==> src/rtl/swap_pkg.sv <==
// swap_pkg: shared definitions for the swap initiator slice.
//   state_e        - 3-bit FSM state encoding
//   TimeoutDefault - default WAIT timeout in cycles
//   CntW           - width of the swap count and swaps_done
package swap_pkg;

  localparam int unsigned TimeoutDefault = 8;
  localparam int unsigned CntW           = 4;

  typedef enum logic [2:0] {
    StIdle  = 3'd0,
    StIssue = 3'd1,
    StWait  = 3'd2,
    StFin   = 3'd3,
    StErr   = 3'd4
  } state_e;

endpackage

==> src/rtl/swap_timer.sv <==
// swap_timer: WAIT-phase watchdog counter.
// Ports:
//   clk     - clock, rising edge
//   rst     - asynchronous active-low reset
//   clr     - synchronous clear (dominates en)
//   en      - count one cycle
//   expired - high when this cycle's increment would reach TIMEOUT
module swap_timer
  import swap_pkg::*;
#(
  parameter int unsigned TIMEOUT = TimeoutDefault
) (
  input  logic clk,
  input  logic rst,
  input  logic clr,
  input  logic en,
  output logic expired
);

  localparam logic [7:0] Last = 8'(TIMEOUT - 1);

  logic [7:0] count_q;

  always_ff @(posedge clk or negedge rst) begin
    if (!rst) begin
      count_q <= '0;
    end else if (clr) begin
      count_q <= '0;
    end else if (en) begin
      count_q <= count_q + 8'd1;
    end
  end

  // Flagged one cycle early so the FSM leaves WAIT on the edge the count reaches TIMEOUT.
  assign expired = en && (count_q == Last);

endmodule

==> src/rtl/swap_initiator.sv <==
// swap_initiator: issues a batch of n_swaps swap requests to a swap engine, one at a time,
// waiting for a done strobe after each, with a per-swap timeout.
// Ports:
//   clk        - clock, rising edge
//   rst        - asynchronous active-low reset
//   start      - batch request pulse, honoured only in IDLE or ERR
//   n_swaps    - swaps in the batch, latched on an accepted start
//   x          - one-cycle swap request strobe to the engine
//   done       - one-cycle completion strobe from the engine, honoured only in WAIT
//   busy       - high in ISSUE, WAIT and FIN
//   complete   - one-cycle pulse after the batch finishes
//   err        - sticky timeout flag, cleared by an accepted start
//   swaps_done - done strobes accepted in the current batch
module swap_initiator
  import swap_pkg::*;
#(
  parameter int unsigned TIMEOUT = TimeoutDefault
) (
  input  logic            clk,
  input  logic            rst,
  input  logic            start,
  input  logic [CntW-1:0] n_swaps,
  output logic            x,
  input  logic            done,
  output logic            busy,
  output logic            complete,
  output logic            err,
  output logic [CntW-1:0] swaps_done
);

  state_e          state_q;
  logic [CntW-1:0] count_q;  // latched batch size
  logic [CntW-1:0] sd_inc;
  logic            tmr_clr;
  logic            tmr_en;
  logic            tmr_expired;

  // Timer runs only while waiting; any other state holds it at zero so WAIT always starts at 0.
  assign tmr_clr = (state_q != StWait);
  assign tmr_en  = (state_q == StWait) && !done;
  assign sd_inc  = swaps_done + 4'd1;

  swap_timer #(
    .TIMEOUT(TIMEOUT)
  ) u_timer (
    .clk    (clk),
    .rst    (rst),
    .clr    (tmr_clr),
    .en     (tmr_en),
    .expired(tmr_expired)
  );

  always_ff @(posedge clk or negedge rst) begin
    if (!rst) begin
      state_q    <= StIdle;
      count_q    <= '0;
      x          <= 1'b0;
      busy       <= 1'b0;
      complete   <= 1'b0;
      err        <= 1'b0;
      swaps_done <= '0;
    end else begin
      x        <= 1'b0;
      complete <= 1'b0;
      unique case (state_q)
        StIdle, StErr: begin
          if (start) begin
            err        <= 1'b0;
            busy       <= 1'b1;
            count_q    <= n_swaps;
            swaps_done <= '0;
            if (n_swaps != '0) begin
              x       <= 1'b1;
              state_q <= StIssue;
            end else begin
              state_q <= StFin;
            end
          end
        end
        StIssue: begin
          state_q <= StWait;
        end
        StWait: begin
          // done beats a simultaneous timeout.
          if (done) begin
            swaps_done <= sd_inc;
            if (sd_inc == count_q) begin
              state_q <= StFin;
            end else begin
              x       <= 1'b1;
              state_q <= StIssue;
            end
          end else if (tmr_expired) begin
            err     <= 1'b1;
            busy    <= 1'b0;
            state_q <= StErr;
          end
        end
        StFin: begin
          complete <= 1'b1;
          busy     <= 1'b0;
          state_q  <= StIdle;
        end
        default: begin
          busy    <= 1'b0;
          state_q <= StIdle;
        end
      endcase
    end
  end

endmodule

==> config.mk <==
export PLATFORM = sky130hd
export DESIGN_NAME = swap_initiator
export DESIGN_NICKNAME = d
export VERILOG_FILES = /design/src/rtl/swap_pkg.sv /design/src/rtl/swap_timer.sv /design/src/rtl/swap_initiator.sv
export SDC_FILE = /design/constraint.sdc
export NUM_CORES = 1
export LEC_CHECK = 0
export CAP_MARGIN = 20
export CORE_MARGIN = 2
export CORE_UTILIZATION = 53
export DETAILED_ROUTE_END_ITERATION = 7
export PLACE_DENSITY = 0.84
export SETUP_SLACK_MARGIN = 0.02
export SYNTH_ARGS = -nofsm -noshare
export SYNTH_HDL_FRONTEND = slang
export SYNTH_HIERARCHICAL = 1
export SYNTH_SLANG_ARGS = --single-unit
==> constraint.sdc <==
create_clock -name clk -period 2.5 [get_ports clk]
set_clock_uncertainty 0.05 [all_clocks]
set_input_delay 0.5 -clock clk [delete_from_list [all_inputs] [get_ports clk]]
set_output_delay 0.5 -clock clk [all_outputs]
set_load 0.1 [all_outputs]
==> metrics.log, run 1 <==
[metrics] number of nets produced by synthesis: 122
[metrics] routability-driven placement congestion ratio: 0.846
[metrics] most common cell type on the critical path: sky130_fd_sc_hd__o21ai_0
[metrics] proportion of layout cells with a drive suffix above 1: 0.206
[metrics] # clock sinks: 23
[metrics] post-place setup slack: 0.270 ns
[metrics] WP data arrival: 2.21 ns
[metrics] WS Path Type: flop to flop
[metrics] kind of capture point of the worst setup path: flop
[metrics] Root Driver: sky130_fd_sc_hd__clkbuf_4
[metrics] top fanout value on the critical path: 4
[metrics] number of standard-cell rows in the floorplan: 17
[metrics] die width: 51.2 µm
[metrics] endpoint of the lowest-slack register-to-register path: busy
[metrics] grt ovf: 0
[metrics] Reg2Reg Launch Point: u_timer/count_q[0]
[metrics] via count of the routed design: 872
[metrics] height of the chip: 51.2 µm
[metrics] Syn. warnings: 6
[metrics] Synth Register Bits: 23
[metrics] via count of the first global-routing pass: 829
[metrics] post-layout min period: 2.06 ns
[metrics] Fill cells: 169
[metrics] Post-CTS Resized: 0
[metrics] worst max-slew margin expressed relative to the limit: 0.777
[metrics] hold crit path type: input pin to async pin
[metrics] Critical Path Max Stage Delay: 0.43 ns
[metrics] clock-pin slew on the worst setup and hold paths: 0.12 ns
[metrics] highest-delay cell along the critical path: sky130_fd_sc_hd__dfrtp_1
[metrics] post-synthesis instance area: 0.00118 mm²
[metrics] Critical path origin: u_timer/count_q[0]
[metrics] Total Wirelength: 2.07 mm
[metrics] total die area: 0.00262 mm²
[metrics] overall global routing resource usage: 0.187
[metrics] VDD IR max: 0.690 mV
[metrics] average wire length per cell after detail routing: 13.0 µm
[metrics] Distinct cells, synth: 35
[metrics] aggregate negative setup slack: 0 ns
[metrics] pins over their slew limit: 0
[metrics] count of port buffers added during placement: 15
[metrics] category of the worst setup path launch point: flop
[metrics] global-route wire length before repair: 3.60 mm
[metrics] layout net count: 143
[metrics] number of diodes: 0
[metrics] number of placed I/O pins: 16
[metrics] CTS Hold Buffers Added: 0
[metrics] Max Clock Freq: 485 MHz
[metrics] final hold viol count: 0
[metrics] period utilization: 0.825
[metrics] maxcap violations: 0
[metrics] DRC violations left: 0
[metrics] maximum level of the CTS H-tree: 1
[metrics] sequential cell area fraction in the yosys report: 0.488
[metrics] Worst Reg2Reg Path Length in Cells: 7
[metrics] effective utilization at floorplan: 0.549
[metrics] slack of the worst reg-to-reg path: 0.44 ns
[metrics] number of buffers inserted by post-CTS setup repair: 0
[metrics] Synth Instances: 111
[metrics] layout overhead on the synthesized area: 17.0%
[metrics] placed inst area: 0.00135 mm²
[metrics] Post-DRT Antenna Nets: 0
[metrics] power per standard cell area: 1070 mW/mm²
[metrics] minimum setup slack in the final design: 0.436 ns
[metrics] fraction of the core area covered by cells at the end of the flow: 0.642
[metrics] TritonCTS clock tree: built
[metrics] DPL Wire Length: 1.58 mm
[metrics] worst-path cell chain: ha_1 -> or4b_1 -> nor4_1 -> nor2b_1 -> nor3_1 -> o21ai_0 -> o21ai_0
[metrics] fin area: 0.00138 mm²
[metrics] initial antenna violation count: 0
[metrics] RSZ-0062 raised after global routing: no
[metrics] average size of a mapped cell: 10.6 µm²
[metrics] Required @ worst endpoint: 2.65 ns
[metrics] worst setup path end: busy
[metrics] outcome: finished clean
[metrics] Worst Hold Slack: 0.473 ns
[metrics] Tightest Pin Transition: 0.332 ns
[metrics] Vias/cell: 5.48
[metrics] leakage power total: 0.600 nW
[metrics] Core ar.: 0.00215 mm²
[metrics] number of detailed-routing iterations run before antenna repair: 4
[metrics] drt first-iter violations: 11
[metrics] Clock Path Buffers: 2
[metrics] Num CTS Buffers: 3
[metrics] maximum number of pins on one net before global-route repair: 24
[metrics] # setup viols final: 0
[metrics] worst-skew pair later-pin latency: 0.30 ns
synthesized netlist by cell type, drive strengths merged:
cell type / count / share of area
a2bb2o: 1 / 0.017
nand2b: 3 / 0.016
and2: 1 / 0.0053
and2b: 1 / 0.0074
buf: 2 / 0.016
nor4: 1 / 0.0053
clkbuf: 1 / 0.0032
inv: 2 / 0.0064
nor3b: 1 / 0.0064
nor2b: 2 / 0.011
nor2: 14 / 0.047
a21o: 1 / 0.0064
nand3b: 2 / 0.013
nand2: 5 / 0.016
o31ai: 2 / 0.013
or4: 2 / 0.016
nand4: 2 / 0.011
or4b: 1 / 0.0085
a21oi: 8 / 0.034
xnor2: 7 / 0.052
xor2: 3 / 0.022
mux2: 5 / 0.048
nor3: 3 / 0.013
dfrtp: 23 / 0.49
or3: 2 / 0.011
mux2i: 2 / 0.017
a22o: 3 / 0.023
o21ai: 5 / 0.021
nand3: 3 / 0.017
ha: 3 / 0.032
power breakdown:
group / switching, mW / total [mW] / internal, mW
logic: 0.506 / 0.774 / 0.268
registers: 0.0803 / 0.541 / 0.461
clock network: 0.106 / 0.166 / 0.0597
metrics by stage:
| stage | std cells | power, mW |
|---|---|---|
| after detailed placement | 155 | 1.32 |
| after floorplan | 111 | 1.16 |
| after global placement | 155 | 1.31 |
| after global routing | 159 | 1.57 |
| final | 159 | 1.48 |
| after CTS | 159 | 1.50 |
metal layers:
| metal | part of all wire | vias up | GRT usage |
|---|---|---|---|
| met3 | 0.043 | 4 | 0.0322 |
| met2 | 0.49 | 16 | 0.316 |
| met1 | 0.45 | 422 | 0.233 |
| met5 | 0 | - | 0 |
| met4 | 0.015 | 0 | 0.0811 |
| li1 | - | 430 | - |
sequential cells by signal, indices dropped and copies added, names as in the netlist:
name             cells
complete             1
count_q              4
busy                 1
err                  1
x                    1
u_timer/count_q      8
state_q              3
swaps_done           4
cell usage in the layout (no fill, tap or decap), types with 3 or more instances in the layout:
master / synthesis / final
sky130_fd_sc_hd__dfrtp_1: 23 / 23
sky130_fd_sc_hd__nor2_1: 13 / 13
sky130_fd_sc_hd__buf_4: 1 / 12
sky130_fd_sc_hd__a21oi_1: 8 / 8
sky130_fd_sc_hd__xnor2_1: 7 / 7
sky130_fd_sc_hd__clkdlybuf4s50_1: 0 / 7
sky130_fd_sc_hd__mux2_2: 5 / 5
sky130_fd_sc_hd__o21ai_0: 5 / 5
sky130_fd_sc_hd__nand2_1: 5 / 5
sky130_fd_sc_hd__nand2b_1: 3 / 3
sky130_fd_sc_hd__xor2_1: 3 / 3
sky130_fd_sc_hd__nor3_1: 3 / 3
sky130_fd_sc_hd__ha_1: 3 / 3
sky130_fd_sc_hd__clkbuf_4: 0 / 3
how the worst min path moves through the flow:
stage | from | end | slack, ns | depth (start not counted)
2_1_floorplan | rst | busy | 0.15 | 0
3_3_place_gp | busy | busy | 0.45 | 2
3_5_place_dp | busy | busy | 0.45 | 2
4_1_cts | rst | busy | 0.47 | 2
5_1_grt | rst | busy | 0.50 | 2
6_report | rst | busy | 0.47 | 2
logic make-up after synthesis:
kind of cell | count (synthesis) | synth area share
and+or+nand+nor | 43 | 0.201
muxes | 7 | 0.0647
buffers and inverters | 5 | 0.0255
DFF | 23 | 0.488
AOI/OAI and AO/OA | 20 | 0.115
xor gates and xnor gates | 10 | 0.0742
adders and majority gates | 3 | 0.0318
critical path, delay by kind of cell (launching register included):
kind                     cells  cell delay [ns]
AO/OA/AOI/OAI                2             0.22
adder cells (fa/ha/maj)      1             0.18
AND/OR/NAND/NOR              4             1.08
flip-flops                   1             0.43
cell type report:
class / instances / area, µm² / area share
clock buffers: 3 / 22.5 / 0.0163
clock inverters: 1 / 5.00 / 0.00363
inverters: 2 / 7.51 / 0.00544
multi-input cells: 83 / 574 / 0.416
flip-flops and latches: 23 / 576 / 0.417
well taps: 28 / 35.0 / 0.0254
repair buffers: 19 / 160 / 0.116
Note: power is estimated with default switching activity, not from simulation.
==> run 2, diff against run 1 <==
Settings changed: CORE_UTILIZATION 53 to 48, PLACE_DENSITY 0.84 to 0.81.
Clock period 2.5 ns to 1.7 ns, I/O delays scaled along.
==> metrics.log, run 2 (same netlist as run 1, synthesis figures left out) <==
[metrics] placed inst area: 0.00160 mm² (was 0.00135 mm²)
[metrics] number of flip-flops under the largest register name: 8 (unchanged)
[metrics] worst-path cell chain: ha_2 -> or4b_4 -> nor4_4 -> nor2_1 -> a2bb2o_4 -> mux2i_1 -> o31ai_1 (was ha_1 -> or4b_1 -> nor4_1 -> nor2b_1 -> nor3_1 -> o21ai_0 -> o21ai_0)
[metrics] proportion of layout cells with a drive suffix above 1: 0.421 (was 0.206)
[metrics] worst-skew pair later-pin latency: 0.30 ns (about the same)
[metrics] Root Driver: sky130_fd_sc_hd__clkbuf_4 (unchanged)
[metrics] Post-DRT Antenna Nets: 0 (unchanged)
[metrics] Worst Hold Slack: 0.325 ns (was 0.473 ns)
[metrics] total die area: 0.00287 mm² (was 0.00262 mm²)
[metrics] Final Power: 2.59 mW (was 1.48 mW)
[metrics] via count of the routed design: 1029 (was 872)
[metrics] drt first-iter violations: 13 (was 11)
[metrics] DRC violations left: 0 (unchanged)
[metrics] pins over their slew limit: 0 (unchanged)
[metrics] count of port buffers added during placement: 15 (unchanged)
[metrics] overall global routing resource usage: 0.214 (was 0.187)
[metrics] number of placed I/O pins: 16 (unchanged)
[metrics] effective utilization at floorplan: 0.518 (was 0.549)
[metrics] global-route wire length before repair: 4.39 mm (was 3.60 mm)
[metrics] Tightest Pin Transition: 0.349 ns (was 0.332 ns)
[metrics] layout net count: 164 (was 143)
[metrics] final hold viol count: 0 (unchanged)
[metrics] # clock sinks: 23 (unchanged)
[metrics] leading cell type in the layout, fill and taps excluded: sky130_fd_sc_hd__buf_4 (was sky130_fd_sc_hd__dfrtp_1)
[metrics] worst max-slew margin expressed relative to the limit: 0.765 (was 0.777)
[metrics] clock-pin slew on the worst setup and hold paths: 0.12 ns (about the same)
[metrics] most frequent cells in the layout: sky130_fd_sc_hd__buf_4 (23), sky130_fd_sc_hd__dfrtp_1 (20), sky130_fd_sc_hd__nor2_1 (12) (was sky130_fd_sc_hd__dfrtp_1 (23), sky130_fd_sc_hd__nor2_1 (13), sky130_fd_sc_hd__buf_4 (12))
[metrics] DPL Wire Length: 1.96 mm (was 1.58 mm)
[metrics] category of the worst setup path launch point: flop (unchanged)
[metrics] non-filler cells in the finished layout: 180 (was 159)
[metrics] hold crit path type: input pin to async pin (unchanged)
[metrics] maximum level of the CTS H-tree: 1 (unchanged)
[metrics] Largest regs: u_timer/count_q x8, count_q x4, swaps_done x4 (unchanged)
[metrics] TritonCTS clock tree: built (unchanged)
[metrics] Clock Path Buffers: 2 (unchanged)
[metrics] Num CTS Buffers: 3 (unchanged)
[metrics] VDD IR max: 1.29 mV (was 0.690 mV)
[metrics] Most flops, register: u_timer/count_q (unchanged)
[metrics] post-layout min period: 2.11 ns (was 2.06 ns)
[metrics] Inst Count DP: 172 (was 155)
[metrics] Critical Path Max Stage Delay: 0.47 ns (was 0.43 ns)
[metrics] # setup viols final: 7 (was 0)
[metrics] leakage power total: 0.744 nW (was 0.600 nW)
[metrics] highest-delay cell along the critical path: sky130_fd_sc_hd__or4b_4 (was sky130_fd_sc_hd__dfrtp_1)
[metrics] CTS Hold Buffers Added: 0 (unchanged)
[metrics] RSZ-0062 raised after global routing: yes (was no)
[metrics] die width: 53.6 µm (was 51.2 µm)
[metrics] number of diodes: 0 (unchanged)
[metrics] routability-driven placement congestion ratio: 0.762 (was 0.846)
[metrics] initial antenna violation count: 0 (unchanged)
[metrics] height of the chip: 53.6 µm (was 51.2 µm)
[metrics] Required @ worst endpoint: 1.83 ns (was 2.65 ns)
[metrics] grt ovf: 0 (unchanged)
[metrics] period utilization: 1.24 (was 0.825)
[metrics] violations in the final reports: setup timing
[metrics] Core ar.: 0.00228 mm² (was 0.00215 mm²)
[metrics] Total Wirelength: 2.94 mm (was 2.07 mm)
[metrics] layout overhead on the synthesized area: 45.6% (was 17.0%)
[metrics] top fanout value on the critical path: 2 (was 4)
[metrics] number of standard-cell rows in the floorplan: 17 (unchanged)
[metrics] WS Path Type: flop to flop (unchanged)
[metrics] fin area: 0.00172 mm² (was 0.00138 mm²)
[metrics] WP data arrival: 2.25 ns (was 2.21 ns)
[metrics] Vias/cell: 5.72 (was 5.48)
[metrics] kind of capture point of the worst setup path: flop (unchanged)
[metrics] outcome: finished with violations (was finished clean)
[metrics] minimum setup slack in the final design: -0.415 ns (was 0.436 ns)
[metrics] number of detailed-routing iterations run before antenna repair: 5 (was 4)
[metrics] maximum number of pins on one net before global-route repair: 24 (unchanged)
[metrics] Max Clock Freq: 473 MHz (was 485 MHz)
[metrics] average wire length per cell after detail routing: 16.4 µm (was 13.0 µm)
[metrics] maxcap violations: 0 (unchanged)
[metrics] power per standard cell area: 1510 mW/mm² (was 1070 mW/mm²)
[metrics] via count of the first global-routing pass: 954 (was 829)
run 2: per-stage QoR:
| step | setup slack, ns | TNS [ns] | utilization |
|---|---|---|---|
| after global placement | -0.158 | -0.884 | 0.702 |
| after CTS | -0.193 | -0.639 | 0.728 |
| after global routing | -0.496 | -1.92 | 0.755 |
| after detailed placement | -0.284 | -1.62 | 0.702 |
| after floorplan | -0.151 | -0.417 | - |
| final | -0.415 | -1.33 | 0.755 |
run 2: report_power, final:
part	total [mW]	internal, mW	switching (mW)
sequential	0.794	0.684	0.110
clock	0.248	0.0877	0.160
combinational	1.55	0.659	0.887
run 2: layout make-up:
class,instances,area [µm²]
tap,28,35.0
clock buffer,3,22.5
multi-input combinational,83,643
sequential,23,579
inverter,2,7.51
timing repair buffer,40,425
clock inverter,1,5.00
fill,145,558
run 2: final timing paths:
check | slack, ns | cells after the start | start | endpoint
min reg2reg | 0.50 | 1 | count_q[0] | count_q[0]
min | 0.33 | 2 | rst | u_timer/count_q[3]
min in group clk | 0.50 | 1 | count_q[0] | count_q[0]
max in group asynchronous | 1.02 | 2 | rst | swaps_done[1]
max reg2reg | -0.41 | 7 | u_timer/count_q[0] | state_q[1]
max | -0.41 | 7 | u_timer/count_q[0] | state_q[1]
run 2: metal layers:
layer | wire [µm] | up-vias | part of all wire | track usage
li1 | - | 473 | - | -
met1 | 1200 | 509 | 0.41 | 0.273
met2 | 1510 | 35 | 0.51 | 0.358
met3 | 120 | 12 | 0.041 | 0.0417
met4 | 113 | 0 | 0.038 | 0.0855
met5 | 0 | - | 0 | 0
run 2: critical path, delay by kind of cell (launching register included):
kind	cells	cell delay, ns
muxes	1	0.18
AOI/OAI and AO/OA	2	0.35
and+or+nand+nor	3	0.85
DFF	1	0.38
adders and majority gates	1	0.18
run 2: what timing repair did:
| action | 4_1_cts | 5_1_grt |
|---|---|---|
| resized for setup | 7 | 8 |
| setup endpoints to repair | 8 | 9 |
| hold endpoints to repair | 0 | 0 |
| pin swaps | 4 | 6 |
| buffers inserted | 1 | 3 |
==> run 3, diff against run 2 <==
Settings changed: REMOVE_ABC_BUFFERS set to 1.
==> metrics.log, run 3 (same netlist as run 1, synthesis figures left out) <==
[metrics] count of port buffers added during placement: 15 (unchanged)
[metrics] DRC violations left: 0 (unchanged)
[metrics] maximum number of pins on one net before global-route repair: 24 (unchanged)
[metrics] via count of the first global-routing pass: 1076 (was 954)
[metrics] Worst Reg2Reg Path Length in Cells: 9 (was 7)
[metrics] Inst Count DP: 170 (was 172)
[metrics] VDD IR max: 1.35 mV (was 1.29 mV)
[metrics] Largest delay share family, worst path: simple AND/OR/NAND/NOR gates (unchanged)
[metrics] number of flip-flops under the largest register name: 8 (unchanged)
[metrics] total die area: 0.00287 mm² (unchanged)
[metrics] power share of the sequential group: 0.305 (was 0.307)
[metrics] highest-delay cell along the critical path: sky130_fd_sc_hd__dfrtp_1 (was sky130_fd_sc_hd__or4b_4)
[metrics] maximum level of the CTS H-tree: 1 (unchanged)
[metrics] worst-skew pair later-pin latency: 0.32 ns (was 0.30 ns)
[metrics] minimum setup slack in the final design: -0.163 ns (was -0.415 ns)
[metrics] sw frac: 0.449 (was 0.447)
[metrics] Tightest Pin Transition: 0.324 ns (was 0.349 ns)
[metrics] post-layout min period: 1.86 ns (was 2.11 ns)
[metrics] non-filler cells in the finished layout: 180 (unchanged)
[metrics] WS Path Type: flop to flop (unchanged)
[metrics] combinational group share of total power: 0.595 (was 0.598)
[metrics] Core ar.: 0.00228 mm² (unchanged)
[metrics] Clock Path Buffers: 2 (unchanged)
[metrics] Required @ worst endpoint: 1.86 ns (was 1.83 ns)
[metrics] number of detailed-routing iterations run before antenna repair: 4 (was 5)
[metrics] number of buffer and inverter instances along the worst setup path: 0 (unchanged)
[metrics] Max Clock Freq: 537 MHz (was 473 MHz)
[metrics] top fanout value on the critical path: 2 (unchanged)
[metrics] kind of capture point of the worst setup path: flop (unchanged)
[metrics] initial antenna violation count: 0 (unchanged)
[metrics] worst max-slew margin expressed relative to the limit: 0.784 (was 0.765)
[metrics] overall global routing resource usage: 0.229 (was 0.214)
[metrics] internal power component: 1.43 mW (about the same)
[metrics] category of the worst setup path launch point: flop (unchanged)
[metrics] Most flops, register: u_timer/count_q (unchanged)
[metrics] net switching component of the power: 1.16 mW (about the same)
[metrics] number of placed I/O pins: 16 (unchanged)
[metrics] routability-driven placement congestion ratio: 0.824 (was 0.762)
[metrics] fraction of the core area covered by cells at the end of the flow: 0.755 (unchanged)
[metrics] Total Wirelength: 2.96 mm (was 2.94 mm)
[metrics] endpoint of the lowest-slack register-to-register path: state_q[1] (unchanged)
[metrics] most frequent cells in the layout: sky130_fd_sc_hd__dfrtp_1 (23), sky130_fd_sc_hd__buf_4 (23), sky130_fd_sc_hd__nor2_1 (12) (was sky130_fd_sc_hd__buf_4 (23), sky130_fd_sc_hd__dfrtp_1 (20), sky130_fd_sc_hd__nor2_1 (12))
[metrics] maxcap violations: 0 (unchanged)
[metrics] number of diodes: 0 (unchanged)
[metrics] power per standard cell area: 1510 mW/mm² (about the same)
[metrics] Critical Path Max Stage Delay: 0.41 ns (was 0.47 ns)
[metrics] Post-DRT Antenna Nets: 0 (unchanged)
[metrics] period utilization: 1.10 (was 1.24)
[metrics] drt first-iter violations: 14 (was 13)
[metrics] Final Power: 2.59 mW (about the same)
[metrics] final hold viol count: 0 (unchanged)
[metrics] Largest regs: u_timer/count_q x8, count_q x4, swaps_done x4 (unchanged)
[metrics] hold crit path type: input pin to async pin (unchanged)
[metrics] die width: 53.6 µm (unchanged)
[metrics] effective utilization at floorplan: 0.518 (unchanged)
[metrics] violations in the final reports: setup timing (unchanged)
[metrics] layout net count: 164 (unchanged)
[metrics] leakage power total: 0.763 nW (was 0.744 nW)
[metrics] outcome: finished with violations (unchanged)
[metrics] # setup viols final: 7 (unchanged)
[metrics] WP data arrival: 2.02 ns (was 2.25 ns)
[metrics] TritonCTS clock tree: built (unchanged)
[metrics] worst-path cell chain: and2b_2 -> nand2b_4 -> nor2_4 -> nand2_4 -> nor4_4 -> nor2_1 -> a2bb2o_4 -> mux2i_1 -> o31ai_1 (was ha_2 -> or4b_4 -> nor4_4 -> nor2_1 -> a2bb2o_4 -> mux2i_1 -> o31ai_1)
[metrics] proportion of layout cells with a drive suffix above 1: 0.395 (was 0.421)
[metrics] clock-pin slew on the worst setup and hold paths: 0.12 ns (about the same)
[metrics] # clock sinks: 23 (unchanged)
[metrics] pins over their slew limit: 0 (unchanged)
[metrics] global-route wire length before repair: 4.60 mm (was 4.39 mm)
[metrics] RSZ-0062 raised after global routing: yes (unchanged)
[metrics] clock power share: 0.099 (was 0.096)
[metrics] number of standard-cell rows in the floorplan: 17 (unchanged)
[metrics] Root Driver: sky130_fd_sc_hd__clkbuf_4 (unchanged)
[metrics] average wire length per cell after detail routing: 16.4 µm (about the same)
[metrics] grt ovf: 0 (unchanged)
[metrics] layout overhead on the synthesized area: 45.6% (unchanged)
[metrics] via count of the routed design: 1023 (was 1029)
[metrics] Reg2Reg Launch Point: state_q[2] (was u_timer/count_q[0])
[metrics] Num CTS Buffers: 3 (unchanged)
[metrics] height of the chip: 53.6 µm (unchanged)
[metrics] DPL Wire Length: 1.90 mm (was 1.96 mm)
[metrics] slack of the worst reg-to-reg path: -0.16 ns (was -0.41 ns)
[metrics] Vias/cell: 5.68 (was 5.72)
-- run 3: cell counts in the layout (fill, tap and decap cells not counted) --
No cell type changed its count.
-- run 3: per-stage QoR --
step	setup slack, ns	cell area, µm²	TNS, ns	hold WS (ns)
floorplan	-0.483	1160	-3.28	-0.00559
global placement	-0.264	1570	-1.59	0.466
detailed placement	-0.355	1570	-2.37	0.468
CTS	-0.154	1670	-0.558	0.307
global route	-0.228	1720	-1.32	0.330
finish	-0.163	1720	-0.798	0.304
-- run 3: how the worst max path moves through the flow --
stage               start    endpoint  slack (ns)  cells after the start
6_report       state_q[2]  state_q[1]       -0.16                      9
5_1_grt        state_q[2]  state_q[1]       -0.23                      9
4_1_cts        state_q[2]  state_q[1]       -0.15                      9
3_5_place_dp         done  state_q[1]       -0.35                      8
3_3_place_gp         done  state_q[1]       -0.26                      8
2_1_floorplan  state_q[2]        busy       -0.48                      9
-- run 3: power groups by stage --
stage | clock network (mW) | registers, mW | logic (mW)
finish | 0.257 | 0.792 | 1.54
global route | 0.287 | 0.803 | 1.63
CTS | 0.268 | 0.790 | 1.51
detailed placement | 0 | 0.802 | 1.45
global placement | 0 | 0.791 | 1.40
floorplan | 0 | 1.22 | 0.449
-- run 3: layer usage --
metal / routed length (µm) / GRT usage / vias to the layer above
met5: 0 / 0 / -
met3: 160 / 0.0444 / 2
met4: 33 / 0.111 / 0
li1: - / - / 473
met2: 1520 / 0.401 / 35
met1: 1240 / 0.269 / 513
-- run 3: what timing repair did --
| item | CTS | global route |
|---|---|---|
| hold buffers | 0 | 0 |
| pin swaps | 9 | 7 |
| endpoints found under the setup margin | 8 | 9 |
| gates resized for setup | 10 | 9 |
| setup buffers | 4 | 4 |
| cloned | 0 | 0 |
-- run 3: area by class of cell --
class | count | area (µm²)
Fill cell | 143 | 558
Multi-Input combinational cell | 83 | 647
Clock buffer | 3 | 22.5
Sequential cell | 23 | 576
Inverter | 2 | 7.51
Clock inverter | 1 | 5.00
Timing Repair Buffer | 40 | 425
Tap cell | 28 | 35.0
